`src/rtl/nibble_serial_addsub_arbiter_if.sv`:
```
// Bus between two add/sub requesters and the nibble-serial add/sub sequencer.
// The requester side drives requests and operands; the sequencer side returns
// grants, status and the registered result.
interface nibble_serial_addsub_arbiter_if #(
    parameter int WIDTH = 16
);
    logic             req0;
    logic             req1;
    logic             sub0;
    logic             sub1;
    logic [WIDTH-1:0] a0;
    logic [WIDTH-1:0] b0;
    logic [WIDTH-1:0] a1;
    logic [WIDTH-1:0] b1;
    logic             gnt0;
    logic             gnt1;
    logic             busy;
    logic             done;
    logic             done_id;
    logic [WIDTH-1:0] result;
    logic             c_out;
    logic             ovf;

    modport master (
        output req0, req1, sub0, sub1, a0, b0, a1, b1,
        input  gnt0, gnt1, busy, done, done_id, result, c_out, ovf
    );

    modport slave (
        input  req0, req1, sub0, sub1, a0, b0, a1, b1,
        output gnt0, gnt1, busy, done, done_id, result, c_out, ovf
    );
endinterface

```
`src/rtl/nibble_serial_addsub_arbiter.sv`:
```
// Nibble-serial two's-complement add/subtract shared by two requesters.
// A round-robin arbiter picks one requester in IDLE, its operands are
// captured, then one 4-bit slice processes a nibble per clock (LSB first).
// Result, carry-out and signed overflow are registered on entry to DONE and
// held until the next operation completes.
module nibble_serial_addsub_arbiter #(
    parameter int WIDTH = 16
) (
    input logic                          clk_i,
    input logic                          rst_i,
    nibble_serial_addsub_arbiter_if.slave bus
);
    localparam int NIB  = WIDTH / 4;
    localparam int IDXW = (NIB > 1) ? $clog2(NIB) : 1;

    typedef enum logic [1:0] {
        IDLE = 2'd0,
        RUN  = 2'd1,
        DONE = 2'd2
    } state_t;

    // 4-bit slice: a + (b ^ {4{sub}}) + cin.
    // Returns {carry into bit 3, carry out of bit 3, sum nibble}; the carry
    // into bit 3 is needed for signed overflow on the most significant nibble.
    function automatic logic [5:0] slice_add(input logic [3:0] a_nib,
                                             input logic [3:0] b_nib,
                                             input logic       sub,
                                             input logic       cin);
        logic [3:0] bx;
        logic [3:0] low;
        logic [1:0] top;
        bx  = b_nib ^ {4{sub}};
        low = {1'b0, a_nib[2:0]} + {1'b0, bx[2:0]} + {3'b000, cin};
        top = {1'b0, a_nib[3]} + {1'b0, bx[3]} + {1'b0, low[3]};
        return {low[3], top[1], top[0], low[2:0]};
    endfunction

    state_t            state_q, state_d;
    logic [WIDTH-1:0]  a_q, a_d;
    logic [WIDTH-1:0]  b_q, b_d;
    logic              sub_q, sub_d;
    logic              carry_q, carry_d;
    logic [IDXW-1:0]   idx_q, idx_d;
    logic [WIDTH-1:0]  acc_q, acc_d;
    logic              last_q, last_d;
    logic              owner_q, owner_d;
    logic              gnt0_q, gnt0_d;
    logic              gnt1_q, gnt1_d;
    logic              busy_q, busy_d;
    logic              done_q, done_d;
    logic              done_id_q, done_id_d;
    logic [WIDTH-1:0]  result_q, result_d;
    logic              c_out_q, c_out_d;
    logic              ovf_q, ovf_d;

    logic [5:0]        slice_s;
    logic              winner_s;

    // Current nibble of the captured operands through the shared slice.
    assign slice_s = slice_add(a_q[{idx_q, 2'b00} +: 4], b_q[{idx_q, 2'b00} +: 4],
                               sub_q, carry_q);

    // Round-robin winner: a lone request wins, a tie goes to the one not granted last.
    assign winner_s = (bus.req0 && bus.req1) ? ~last_q : bus.req1;

    // Next-state and next-output logic for the IDLE/RUN/DONE sequencer.
    always_comb begin
        state_d   = state_q;
        a_d       = a_q;
        b_d       = b_q;
        sub_d     = sub_q;
        carry_d   = carry_q;
        idx_d     = idx_q;
        acc_d     = acc_q;
        last_d    = last_q;
        owner_d   = owner_q;
        gnt0_d    = 1'b0;
        gnt1_d    = 1'b0;
        busy_d    = busy_q;
        done_d    = 1'b0;
        done_id_d = done_id_q;
        result_d  = result_q;
        c_out_d   = c_out_q;
        ovf_d     = ovf_q;

        case (state_q)
            IDLE: begin
                if (bus.req0 || bus.req1) begin
                    if (winner_s) begin
                        a_d    = bus.a1;
                        b_d    = bus.b1;
                        sub_d  = bus.sub1;
                        gnt1_d = 1'b1;
                    end else begin
                        a_d    = bus.a0;
                        b_d    = bus.b0;
                        sub_d  = bus.sub0;
                        gnt0_d = 1'b1;
                    end
                    carry_d = winner_s ? bus.sub1 : bus.sub0;
                    idx_d   = '0;
                    owner_d = winner_s;
                    last_d  = winner_s;
                    busy_d  = 1'b1;
                    state_d = RUN;
                end else begin
                    state_d = IDLE;
                end
            end
            RUN: begin
                acc_d[{idx_q, 2'b00} +: 4] = slice_s[3:0];
                carry_d = slice_s[4];
                if (idx_q == IDXW'(NIB - 1)) begin
                    result_d  = acc_d;
                    c_out_d   = slice_s[4];
                    ovf_d     = slice_s[5] ^ slice_s[4];
                    done_id_d = owner_q;
                    done_d    = 1'b1;
                    idx_d     = '0;
                    state_d   = DONE;
                end else begin
                    idx_d   = idx_q + IDXW'(1);
                    state_d = RUN;
                end
            end
            DONE: begin
                busy_d  = 1'b0;
                state_d = IDLE;
            end
            default: begin
                busy_d  = 1'b0;
                state_d = IDLE;
            end
        endcase
    end

    // State and output registers with asynchronous reset.
    always_ff @(posedge clk_i or posedge rst_i) begin
        if (rst_i) begin
            state_q   <= IDLE;
            a_q       <= '0;
            b_q       <= '0;
            sub_q     <= 1'b0;
            carry_q   <= 1'b0;
            idx_q     <= '0;
            acc_q     <= '0;
            last_q    <= 1'b1;
            owner_q   <= 1'b0;
            gnt0_q    <= 1'b0;
            gnt1_q    <= 1'b0;
            busy_q    <= 1'b0;
            done_q    <= 1'b0;
            done_id_q <= 1'b0;
            result_q  <= '0;
            c_out_q   <= 1'b0;
            ovf_q     <= 1'b0;
        end else begin
            state_q   <= state_d;
            a_q       <= a_d;
            b_q       <= b_d;
            sub_q     <= sub_d;
            carry_q   <= carry_d;
            idx_q     <= idx_d;
            acc_q     <= acc_d;
            last_q    <= last_d;
            owner_q   <= owner_d;
            gnt0_q    <= gnt0_d;
            gnt1_q    <= gnt1_d;
            busy_q    <= busy_d;
            done_q    <= done_d;
            done_id_q <= done_id_d;
            result_q  <= result_d;
            c_out_q   <= c_out_d;
            ovf_q     <= ovf_d;
        end
    end

    assign bus.gnt0    = gnt0_q;
    assign bus.gnt1    = gnt1_q;
    assign bus.busy    = busy_q;
    assign bus.done    = done_q;
    assign bus.done_id = done_id_q;
    assign bus.result  = result_q;
    assign bus.c_out   = c_out_q;
    assign bus.ovf     = ovf_q;
endmodule
```
`src/flat_wrapper.sv`:
```
// flat-port wrapper written by rule: the top's interface ports become plain ports
module nibble_serial_addsub_arbiter_flat 
#(
    parameter int WIDTH = 16
)
  (clk_i, rst_i, bus_req0, bus_req1, bus_sub0, bus_sub1, bus_a0, bus_b0, bus_a1, bus_b1, bus_gnt0, bus_gnt1, bus_busy, bus_done, bus_done_id, bus_result, bus_c_out, bus_ovf);
  nibble_serial_addsub_arbiter_if #(.WIDTH(WIDTH)) bus_i ();
  input logic clk_i;
  input logic rst_i;
  input wire logic [$bits(bus_i.req0)-1:0] bus_req0;
  input wire logic [$bits(bus_i.req1)-1:0] bus_req1;
  input wire logic [$bits(bus_i.sub0)-1:0] bus_sub0;
  input wire logic [$bits(bus_i.sub1)-1:0] bus_sub1;
  input wire logic [$bits(bus_i.a0)-1:0] bus_a0;
  input wire logic [$bits(bus_i.b0)-1:0] bus_b0;
  input wire logic [$bits(bus_i.a1)-1:0] bus_a1;
  input wire logic [$bits(bus_i.b1)-1:0] bus_b1;
  output wire logic [$bits(bus_i.gnt0)-1:0] bus_gnt0;
  output wire logic [$bits(bus_i.gnt1)-1:0] bus_gnt1;
  output wire logic [$bits(bus_i.busy)-1:0] bus_busy;
  output wire logic [$bits(bus_i.done)-1:0] bus_done;
  output wire logic [$bits(bus_i.done_id)-1:0] bus_done_id;
  output wire logic [$bits(bus_i.result)-1:0] bus_result;
  output wire logic [$bits(bus_i.c_out)-1:0] bus_c_out;
  output wire logic [$bits(bus_i.ovf)-1:0] bus_ovf;
  assign bus_i.req0 = bus_req0;
  assign bus_i.req1 = bus_req1;
  assign bus_i.sub0 = bus_sub0;
  assign bus_i.sub1 = bus_sub1;
  assign bus_i.a0 = bus_a0;
  assign bus_i.b0 = bus_b0;
  assign bus_i.a1 = bus_a1;
  assign bus_i.b1 = bus_b1;
  assign bus_gnt0 = bus_i.gnt0;
  assign bus_gnt1 = bus_i.gnt1;
  assign bus_busy = bus_i.busy;
  assign bus_done = bus_i.done;
  assign bus_done_id = bus_i.done_id;
  assign bus_result = bus_i.result;
  assign bus_c_out = bus_i.c_out;
  assign bus_ovf = bus_i.ovf;
  nibble_serial_addsub_arbiter #(.WIDTH(WIDTH)) u_core (.clk_i(clk_i), .rst_i(rst_i), .bus(bus_i));
endmodule
```
`config.mk`:
```
export PLATFORM = sky130hd
export DESIGN_NAME = nibble_serial_addsub_arbiter_flat
export DESIGN_NICKNAME = d
export VERILOG_FILES = /design/src/rtl/nibble_serial_addsub_arbiter_if.sv /design/src/rtl/nibble_serial_addsub_arbiter.sv /design/src/flat_wrapper.sv
export SDC_FILE = /design/constraint.sdc
export NUM_CORES = 1
export LEC_CHECK = 0
export ABC_CLOCK_PERIOD_IN_PS = 4100
export BUFFER_PORTS_ARGS = -buffer_cell sky130_fd_sc_hd__buf_4
export CORE_UTILIZATION = 35
export CTS_BUF_LIST = sky130_fd_sc_hd__clkbuf_4
export CTS_CLUSTER_SIZE = 24
export DETAILED_ROUTE_END_ITERATION = 10
export GPL_TIMING_DRIVEN = 0
export SLEW_MARGIN = 20
export SYNTH_ARGS = -nofsm -noshare
export SYNTH_HDL_FRONTEND = slang
export SYNTH_SLANG_ARGS = --single-unit
```
`constraint.sdc`:
```
create_clock -name clk_i -period 4.1 [get_ports clk_i]
set_clock_uncertainty 0.15 [all_clocks]
set_input_delay 1.23 -clock clk_i [delete_from_list [all_inputs] [get_ports clk_i]]
set_output_delay 1.23 -clock clk_i [all_outputs]
set_load 0.01 [all_outputs]
```
## Yosys cells after proc, flatten, opt, wreduce, memory -nomap -nowiden

Cells that the tools add are included.

| operators by class | value |
|---|---|
| add/subtract/negate cells | 6 |
| equal/unequal tests | 3 |
| shift-type cells | 4 |
| muxes and demuxes | 23 |
| bitwise operators | 4 |
| reductions and logical operators | 8 |

Operators with widths:

| kind | count |
|---|---|
| $mux 16 | 2 |
| $shiftx 16x5->4 | 2 |
| $bwmux 16 | 1 |
| $shift 4x6->16 const A | 1 |
| $shiftx 4x6->16 | 1 |
| $mux 1 | 13 |
| $pmux 2 s2 | 2 |
| $reduce_and 2->1 | 4 |
| $mux 2 | 3 |
| $neg 4->6 | 1 |
| $add 3x3->4 | 1 |
| $add 4x1->4 | 1 |
| $pmux 1 s2 | 2 |
| $xor 4x4->4 | 1 |
| $add 1x1->2 | 1 |
| $add 2x1->2 | 1 |
| $add 2x1->2 const B | 1 |
| $eq 2x1->1 const B | 1 |
| $eq 2x2->1 const B | 1 |
| $logic_not 2->1 | 1 |
| $ne 2x1->1 const B | 1 |
| $not 1->1 | 2 |
| $reduce_bool 2->1 | 1 |
| $logic_and 1x1->1 | 1 |
| 2 further kinds | 2 |

| word-level totals | value |
|---|---|
| register bits | 79 |
| bits of input ports | 70 |
| output and inout bits | 23 |
| logic and storage cells | 65 |

## Depth between registers and ports, before layout

Gate-level depths: netlist of the first run.

| logic depth | value |
|---|---|
| depth after elaboration | 7 |
| depth in mapped cells | 11 |

## Worst setup path after synthesis of the first run

OpenSTA, ideal clock, no wires.

| timing | value |
|---|---|
| path kind | reg-to-reg |
| start | register u_core.idx_q[0] |
| end | register u_core.acc_q[7] |
| arrival | 2846 ps |
| data required time | 3829 ps |
| setup slack | 983 ps |
| stages on the path, launching flop included | 10 |
| cells stage by stage | dfrtp_1 > buf_4 > mux4_2 > xnor2_1 > fa_1 > nand3b_1 > and2_1 > fa_1 > nor2_1 > a22o_1 |

| between the ends | value |
|---|---|
| word-level cells in the longest chain between the ends | 7 |

RTL lines:

| item | line | RTL |
|---|---|---|
| from (decl) | nibble_serial_addsub_arbiter.sv:43 | `logic [IDXW-1:0] idx_q, idx_d;` |
| from (signal assigned) | nibble_serial_addsub_arbiter.sv:163 | `idx_q <= idx_d;` |
| $shiftx 16x5->4 | nibble_serial_addsub_arbiter.sv:60 | `assign slice_s = slice_add(a_q[{idx_q, 2'b00} +: 4], b_q[{idx_q, 2'b00} +: 4],` |
| $xor 4x4->4 | nibble_serial_addsub_arbiter.sv:32 | `bx = b_nib ^ {4{sub}};` |
| $add 3x3->4 | nibble_serial_addsub_arbiter.sv:33 | `low = {1'b0, a_nib[2:0]} + {1'b0, bx[2:0]} + {3'b000, cin};` |
| $add 4x1->4 | nibble_serial_addsub_arbiter.sv:33 |  |
| $add 2x1->2 | nibble_serial_addsub_arbiter.sv:34 | `top = {1'b0, a_nib[3]} + {1'b0, bx[3]} + {1'b0, low[3]};` |
| $shiftx 4x6->16 | nibble_serial_addsub_arbiter.sv:111 | `acc_d[{idx_q, 2'b00} +: 4] = slice_s[3:0];` |
| $bwmux 16 (*) | nibble_serial_addsub_arbiter.sv:111 |  |
| to (signal assigned) | nibble_serial_addsub_arbiter.sv:146 | `acc_q <= '0;` |
| to (signal assigned) | nibble_serial_addsub_arbiter.sv:164 | `acc_q <= acc_d;` |
| to (decl) | nibble_serial_addsub_arbiter.sv:44 | `logic [WIDTH-1:0] acc_q, acc_d;` |

Mark *: on every way between the ends. The rest lies on a longest branch, timed or not.
A chain may end at the register's enable or synchronous reset.

## Final worst setup path of the first run

| timing | value |
|---|---|
| start | register u_core.idx_q[1] |
| end | register u_core.acc_q[15] |

The elaborated chain is that of the path after synthesis.

==> qor.yml, run 1 <==
place:
  dp_slack_ns: 0.5274
  placed_cells: 547
  dp_hpwl_mm: 6.941
  place.port_buffers: 92
  routabilityCongestion: 0.7830
setup_path:
  r2r_end: "u_core.acc_q[15]"
  crit_path_cell_trace: "clkbuf_1, mux4_2, xnor2_1, fa_1, nand3b_1, and2_1, fa_1, nor2_1, a22o_1"
  worstPathMaxFanout: 10
  crit_type: "flip-flop to flip-flop"
  critPathArrivalTime_ns: 3.83
  critical_path.most_common_cell: "fa_1"
  startpoint: "u_core.idx_q[1]"
  cp_top_family: "adder cells"
  r2r_slack_ns: 0.48
  timing.rr.start: "u_core.idx_q[1]"
  critPathLaunchType: "flip-flop"
  r2r_cells: 9
  crit_end: "u_core.acc_q[15]"
  path_buf_inv: 1
  required_ns: 4.31
  worstSetupPathDepth: 9
  cpPeakStageDelay_ns: 0.56
  crit_path_end_kind: "flip-flop"
  cpMaxStageDelayCell: "fa_1"
yosys:
  ys_ff_latch: 79
  syn_inst: 311
  syn_area_um2: 4263
  synth-seq-area-share: 0.4640
  yosys_warnings: 0
  yosys.cell_types.count: 42
  syn_nets: 392
  synth_edf_count: 0
  synthFlopType: "dfrtp_1"
  avgSynthCellArea_um2: 13.71
  synth-async-reset-ratio: 1.000
grt:
  grt_pass1_vias: 3073
  overflow: 0
  grt.total_usage: 0.1564
  grt_start_max_net_pins: 43
  antenna_found_initial: 0
  grt_pass1_wl_mm: 15.39
cts:
  cts_tree: "built"
  root_buffer: "clkbuf_4"
  numCtsBuffers: 9
  cts_setup_buffers: 0
  cts_resized: 0
  cts_hold_buf: 0
  h-tree-depth: 3
  clockBufferDepth: 2
  clk_latency_ns: 0.42
  cts.clk_slew.worst_paths_ns: 0.12
  cts.sinks: 79
final_layout:
  layout_common_cells: "buf_4, dfrtp_1, mux2_4"
  final_nets: 496
  num_antenna_cells: 0
  finalNonFillerCells: 561
  multi_input_area_um2: 2072
  area_growth_pct: 23.72
  seq_area_um2: 1978
  fillers: 1061
  layout_commonest_cell: "buf_4"
  drive_above_1_share: 0.4737
  utilization: 0.4522
run_status:
  run_status: "finished clean"
route:
  finalWirelength_mm: 9.122
  first_iter_violations: 72
  vias_per_cell: 5.103
  vias: 2863
  firstDrtPassIters: 7
  drc: 0
  ant_nets: 0
  wl_per_cell_um: 16.26
floorplan:
  die_height_um: 112.4
  io_pins: 93
  initial_core_util: 0.3655
  rows: 39
  die_w_um: 112.4
  dieArea_um2: 12620
  core_area_um2: 11660
job:
  drv_cap: 0
sta:
  worst_slew_pin_slew_ns: 0.6114
  rsz0062_at_grt: "no"
  fin_crit_ns: 3.615
  fin_ws_ns: 0.4848
  slew_headroom: 0.5924
  whs_ns: 0.3361
  max_freq_ghz: 0.2766
  hold_viol_final: 0
  setup_violations: 0
  drv_slew: 0
  fin_crit_sh: 0.8818
hold_path:
  hold_depth: 1
  min_path_type: "flip-flop to flip-flop"
pwr:
  p_leak_nw: 2.474
  power.density_nw_per_um2: 839.8
  vdd_ir_drop_max_mv: 0.4671
  total_power_mw: 4.429
==> stage by stage <==
stage	area, um^2	TNS, ns
5_1_grt	5274	0
6_report	5274	0
2_1_floorplan	4263	0
3_5_place_dp	5155	0
4_1_cts	5274	0
3_3_place_gp	5132	-17.44
==> cell families (layout without fill, tap and decap cells) <==
group	Yosys count	count (layout)	share of synthesized area
muxes	75	75	0.2662
adders and majority gates	11	11	0.03757
and+or+nand+nor	39	39	0.05812
buffers and inverters	38	145	0.04990
AOI/OAI and AO/OA	64	64	0.1139
DFF	79	79	0.4640
xor gates and xnor gates	5	5	0.01027
==> how the worst min path moves through the flow <==
stage | start | endpoint | slack, ns
after floorplan | u_core.owner_q | u_core.owner_q | 0.30
after global placement | u_core.owner_q | u_core.owner_q | 0.31
after detailed placement | u_core.owner_q | u_core.owner_q | 0.32
after CTS | u_core.owner_q | u_core.owner_q | 0.34
after global routing | u_core.owner_q | u_core.owner_q | 0.36
final | u_core.owner_q | u_core.owner_q | 0.34
==> routing by layer <==
layer / track usage / vias to the layer above / wire length [um]
met4: 0.04711 / 0 / 76
met3: 0.03024 / 8 / 401
li1: - / 1349 / -
met2: 0.2683 / 85 / 4586
met1: 0.2006 / 1421 / 4058
met5: 0 / - / 0
==> power by group <==
part	total, mW	switching, mW	internal (mW)
logic	2.63	1.36	1.27
registers	1.36	0.219	1.14
clock network	0.434	0.258	0.176
total	4.43	1.84	2.59
==> worst reg2reg max path, delay by kind of cell, from the launching register on <==
| family | cells | cell delay [ns] |
|---|---|---|
| xor gates and xnor gates | 1 | 0.17 |
| buffers and inverters | 1 | 0.50 |
| muxes | 1 | 0.41 |
| AOI/OAI and AO/OA | 1 | 0.21 |
| adders and majority gates | 2 | 0.99 |
| and+or+nand+nor | 3 | 0.73 |
| DFF | 1 | 0.42 |
==> final cells by class <==
| type | instances | share of cell area |
|---|---|---|
| buffer | 13 | 0.02254 |
| tap | 143 | 0.03393 |
| clock buffer | 9 | 0.01281 |
| clock inverter | 5 | 0.009727 |
| sequential | 79 | 0.3751 |
| timing repair buffer | 93 | 0.1348 |
| multi-input combinational | 194 | 0.3929 |
| inverter | 25 | 0.01827 |
==> synth_stat cells, types with 2 or more instances <==
cell	count	area [um^2]
mux2i_1	2	20.02
buf_4	4	30.03
inv_1	24	90.09
and4bb_2	3	37.54
buf_2	3	15.01
a22o_1	16	140.1
nand4bb_1	3	33.78
buf_12	2	40.04
nand2_1	12	45.04
and2_1	3	18.77
nor2b_1	5	31.28
o221ai_1	13	113.9
mux4_2	8	180.2
clkbuf_1	2	7.510
dfrtp_1	78	1952
o21a_1	13	97.59
xnor2_1	5	43.79
mux2_4	54	810.8
fa_1	3	60.06
ha_1	8	100.1
o21ai_0	11	55.05
mux2_2	11	123.9
nor2_1	4	15.01
a21oi_1	6	30.03
==> sequential cells by signal (all words and copies together), names as in the netlist <==
register	cells
u_core.acc_q	16
u_core.bus.c_out	1
u_core.bus.done_id	1
u_core.state_q	2
u_core.carry_q	1
u_core.idx_q	2
u_core.bus.result	16
u_core.bus.done	1
u_core.bus.busy	1
u_core.last_q	1
u_core.bus.gnt1	1
u_core.bus.ovf	1
u_core.b_q	16
u_core.sub_q	1
u_core.owner_q	1
u_core.bus.gnt0	1
u_core.a_q	16
(Power assumes the default switching activity.)
==> inputs of run 2 (changes only) <==
- REMOVE_ABC_BUFFERS: not set -> 1
==> qor.yml, run 2 (same netlist as run 1, synthesis figures left out) <==
grt:
  antenna_found_initial: 0
  overflow: 0
  grt.total_usage: 0.1438
  grt_start_max_net_pins: 46
  grt_pass1_wl_mm: 14.15
  grt_pass1_vias: 2880
floorplan:
  core_area_um2: 11660
  die_w_um: 112.4
  rows: 39
  dieArea_um2: 12620
  die_height_um: 112.4
  initial_core_util: 0.3655
  io_pins: 93
setup_path:
  required_ns: 4.32
  cp_top_family: "adder cells"
  crit_path_end_kind: "flip-flop"
  critPathLaunchType: "flip-flop"
  worstSetupPathDepth: 8
  cpMaxStageDelayCell: "dfrtp_2"
  path_buf_inv: 0
  crit_path_cell_trace: "mux4_2, xnor2_1, fa_1, nand3b_1, and2_1, fa_1, nor2_1, a22o_1"
  critPathArrivalTime_ns: 3.96
  cpPeakStageDelay_ns: 0.74
  worstPathMaxFanout: 22
  r2r_slack_ns: 0.36
  r2r_end: "u_core.acc_q[11]"
  startpoint: "u_core.idx_q[0]"
  r2r_cells: 8
  crit_end: "u_core.acc_q[11]"
  critical_path.most_common_cell: "fa_1"
  timing.rr.start: "u_core.idx_q[0]"
  crit_type: "flip-flop to flip-flop"
route:
  drc: 0
  wl_per_cell_um: 15.39
  vias_per_cell: 4.897
  firstDrtPassIters: 4
  vias: 2703
  ant_nets: 0
  first_iter_violations: 61
  finalWirelength_mm: 8.497
sta:
  worst_slew_pin_slew_ns: 0.7464
  drv_slew: 0
  setup_tns_ns: 0
  fin_crit_ns: 3.741
  setup_violations: 0
  rsz0062_at_grt: "no"
  hold_viol_final: 0
  fin_crit_sh: 0.9125
  whs_ns: 0.3522
  slew_headroom: 0.5012
  max_freq_ghz: 0.2673
cts:
  clk_latency_ns: 0.42
  cts.clk_slew.worst_paths_ns: 0.13
  cts_tree: "built"
  h-tree-depth: 3
  cts_setup_buffers: 0
  root_buffer: "clkbuf_4"
  cts.sinks: 79
  clockBufferDepth: 2
  numCtsBuffers: 9
job:
  drv_cap: 0
place:
  place.port_buffers: 92
  routabilityCongestion: 0.7871
  dp_hpwl_mm: 6.262
  placed_cells: 536
final_layout:
  final_nets: 485
  drive_above_1_share: 0.4743
  utilization: 0.4509
  layout_commonest_cell: "buf_4"
  area_growth_pct: 23.36
  layout_common_cells: "buf_4, dfrtp_1, mux2_4"
  fillers: 1041
  finalNonFillerCells: 552
  num_antenna_cells: 0
hold_path:
  min_path_type: "flip-flop to flip-flop"
  min_from: "u_core.bus.result[10]"
pwr:
  vdd_ir_drop_max_mv: 0.5895
  power.density_nw_per_um2: 856.2
  total_power_mw: 4.502
  p_leak_nw: 2.454
run_status:
  run_status: "finished clean"
-- run 2: cell count changes in the layout (fill, tap and decap cells not counted), sizes merged --
cell / delta
bufinv: +1
buf: -9
clkinvlp: -1
-- run 2: repair_timing --
item,in CTS,in global routing
hold buffers,0,0
gates resized for setup,1,0
endpoints found under the setup margin,4,0
-- run 2: cell type report --
class	count	area [um^2]	share of cell area
clock inverters	5	82.58	0.01570
well taps	143	178.9	0.03402
multi-input cells	194	2073	0.3942
clock buffers	11	82.58	0.01570
repair buffers	95	765.7	0.1456
inverters	25	96.34	0.01832
flip-flops and latches	79	1979	0.3764
-- run 2: report_power, final --
| group | internal, mW | switching (mW) |
|---|---|---|
| Combinational | 1.24 | 1.32 |
| Sequential | 1.14 | 0.269 |
| Clock | 0.263 | 0.269 |
| Total | 2.65 | 1.85 |
-- run 2: worst min path at each step --
stage                                 end  cells after the start
finish              u_core.bus.result[10]                      2
global route              u_core.acc_q[9]                      1
CTS                      u_core.acc_q[10]                      1
detailed placement       u_core.acc_q[10]                      1
global placement     u_core.bus.result[6]                      2
floorplan                  u_core.owner_q                      1
-- run 2: through the flow --
step / worst slack (ns) / instance area [um^2]
2_1_floorplan: 0.6983 / 4144
3_3_place_gp: -0.2401 / 5014
3_5_place_dp: -0.04138 / 5092
4_1_cts: 0.2807 / 5259
5_1_grt: 0.1645 / 5259
6_report: 0.3588 / 5259
-- run 2: routing by layer --
layer  GRT usage  vias to the layer above  wire (um)
li1            -                     1327          -
met1      0.1935                     1290       3993
met2      0.2352                       77       4030
met3     0.02430                        9        372
met4     0.05067                        0        101
met5           0                        -          0
-- run 2: worst register-to-register path: cells and delay by family, from the launching register on --
kind | cells | cell delay, ns
xor+xnor | 1 | 0.16
flops | 1 | 0.74
mux | 1 | 0.60
compound gates | 1 | 0.22
simple gates | 3 | 0.78
fa+ha+maj | 2 | 1.05
==> inputs of run 3 (changes only) <==
- BUFFER_PORTS_ARGS: -buffer_cell sky130_fd_sc_hd__buf_4 -> -buffer_cell sky130_fd_sc_hd__buf_2
- CORE_UTILIZATION: 35 -> 25
==> qor.yml, run 3 (same netlist as run 1, synthesis figures left out) <==
run_status:
  run_status: "finished clean"
pwr:
  vdd_ir_drop_max_mv: 0.4582
  power_frac_comb: 0.580
  seq_power_share: 0.327
  total_power_mw: 4.316
  clock_power_share: 0.093
  p_int_mw: 2.447
  swShare: 0.4330
  switchingPower_mw: 1.869
  p_leak_nw: 2.349
  power.density_nw_per_um2: 852.9
grt:
  grt.total_usage: 0.1111
  overflow: 0
  grt_pass1_vias: 2926
  grt_pass1_wl_mm: 15.19
  antenna_found_initial: 0
  grt_start_max_net_pins: 45
setup_path:
  path_buf_inv: 0
  critical_path.most_common_cell: "fa_1"
  cpPeakStageDelay_ns: 0.74
  crit_path_end_kind: "flip-flop"
  required_ns: 4.32
  worstPathMaxFanout: 22
  crit_path_cell_trace: "mux4_2, xnor2_1, fa_1, nand3b_1, and2_1, fa_1, nor2_1, a22o_1"
  critPathArrivalTime_ns: 3.94
  cp_top_family: "adder cells"
  critPathLaunchType: "flip-flop"
  crit_type: "flip-flop to flip-flop"
  cpMaxStageDelayCell: "dfrtp_2"
sta:
  worst_slew_pin_slew_ns: 0.7946
  fin_crit_sh: 0.9072
  fin_crit_ns: 3.720
  hold_viol_final: 0
  slew_headroom: 0.4689
  max_freq_ghz: 0.2688
  setup_violations: 0
  drv_slew: 0
  rsz0062_at_grt: "no"
final_layout:
  finalNonFillerCells: 629
  final_nets: 485
  layout_common_cells: "buf_2, dfrtp_1, mux2_4"
  layout_commonest_cell: "buf_2"
  drive_above_1_share: 0.4694
  area_growth_pct: 18.70
  num_antenna_cells: 0
floorplan:
  rows: 47
  dieArea_um2: 17580
  initial_core_util: 0.2561
  core_area_um2: 16640
  die_height_um: 132.6
  die_w_um: 132.6
  io_pins: 93
route:
  firstDrtPassIters: 4
  vias_per_cell: 4.480
  wl_per_cell_um: 14.86
  drc: 0
  vias: 2818
  ant_nets: 0
  finalWirelength_mm: 9.350
  first_iter_violations: 152
cts:
  cts.clk_slew.worst_paths_ns: 0.11
  cts_tree: "built"
  cts_hold_buf: 0
  clockBufferDepth: 2
  root_buffer: "clkbuf_4"
  numCtsBuffers: 9
  h-tree-depth: 3
  cts.sinks: 79
  clk_latency_ns: 0.45
place:
  dp_hpwl_mm: 6.843
  placed_cells: 613
  routabilityCongestion: 0.7479
  place.port_buffers: 92
hold_path:
  min_path_type: "flip-flop to flip-flop"
job:
  drv_cap: 0
==> run 3: changes by cell type in the layout (fill, tap and decap cells not counted), sizes merged <==
cell      before  now
bufinv         2    0
clkinv         4    5
clkinvlp       0    1
==> run 3: per-stage QoR <==
step	area, um^2	worst slack (ns)	util	setup TNS [ns]	hold slack, ns
after floorplan	4144	0.6983	-	0	0.2953
after global placement	4880	-0.2229	0.2932	-17.09	0.3125
after detailed placement	4951	0.04436	0.2975	0	0.3155
after CTS	5059	0.01406	0.3040	0	0.3405
after global routing	5060	0.2156	0.3040	0	0.3645
final	5060	0.3804	0.3040	0	0.3284
==> run 3: area by class of cell <==
type,count,area [um^2]
Sequential cell,79,1979
Inverter,25,96.34
Clock buffer,11,82.58
Multi-Input combinational cell,194,2073
Fill cell,1664,11580
Clock inverter,5,25.02
Timing Repair Buffer,95,528.0
Tap cell,220,275.3
==> run 3: layer usage <==
layer	vias up	global-route usage	share of wire
met5	-	0	0
met4	0	0.03640	0.012
met3	12	0.03257	0.055
met2	96	0.1886	0.49
met1	1387	0.1344	0.44
li1	1323	-	-
==> run 3: repair_timing <==
item	in CTS	in global routing
resized for setup	0	1
endpoints found under the setup margin	0	6
setup buffers	0	0
==> run 3: worst paths after layout <==
| check | slack [ns] | startpoint | cells past startpoint | end |
|---|---|---|---|---|
| worst min-delay path | 0.33 | u_core.bus.result[10] | 2 | u_core.bus.result[10] |
| worst max-delay path | 0.38 | u_core.idx_q[0] | 8 | u_core.acc_q[15] |
| worst max register to register | 0.38 | u_core.idx_q[0] | 8 | u_core.acc_q[15] |
| min in group asynchronous | 0.66 | rst_i | 2 | u_core.bus.result[13] |
| worst min register to register | 0.33 | u_core.bus.result[10] | 2 | u_core.bus.result[10] |
| max in group asynchronous | 2.55 | rst_i | 3 | u_core.a_q[3] |
==> run 3: worst register-to-register path, cell delays in order (launching register included) <==
cell,delay (ns)
dfrtp_2,0.74
mux4_2,0.61
xnor2_1,0.16
fa_1,0.44
nand3b_1,0.22
and2_1,0.18
fa_1,0.60
nor2_1,0.35
a22o_1,0.22
==> run 3: power groups by stage <==
stage	logic [mW]	registers (mW)	clock network, mW
6_report	2.50	1.41	0.401
5_1_grt	2.71	1.46	0.449
4_1_cts	2.53	1.41	0.419
3_5_place_dp	2.52	1.43	0
3_3_place_gp	2.44	1.41	0
2_1_floorplan	1.74	1.39	0
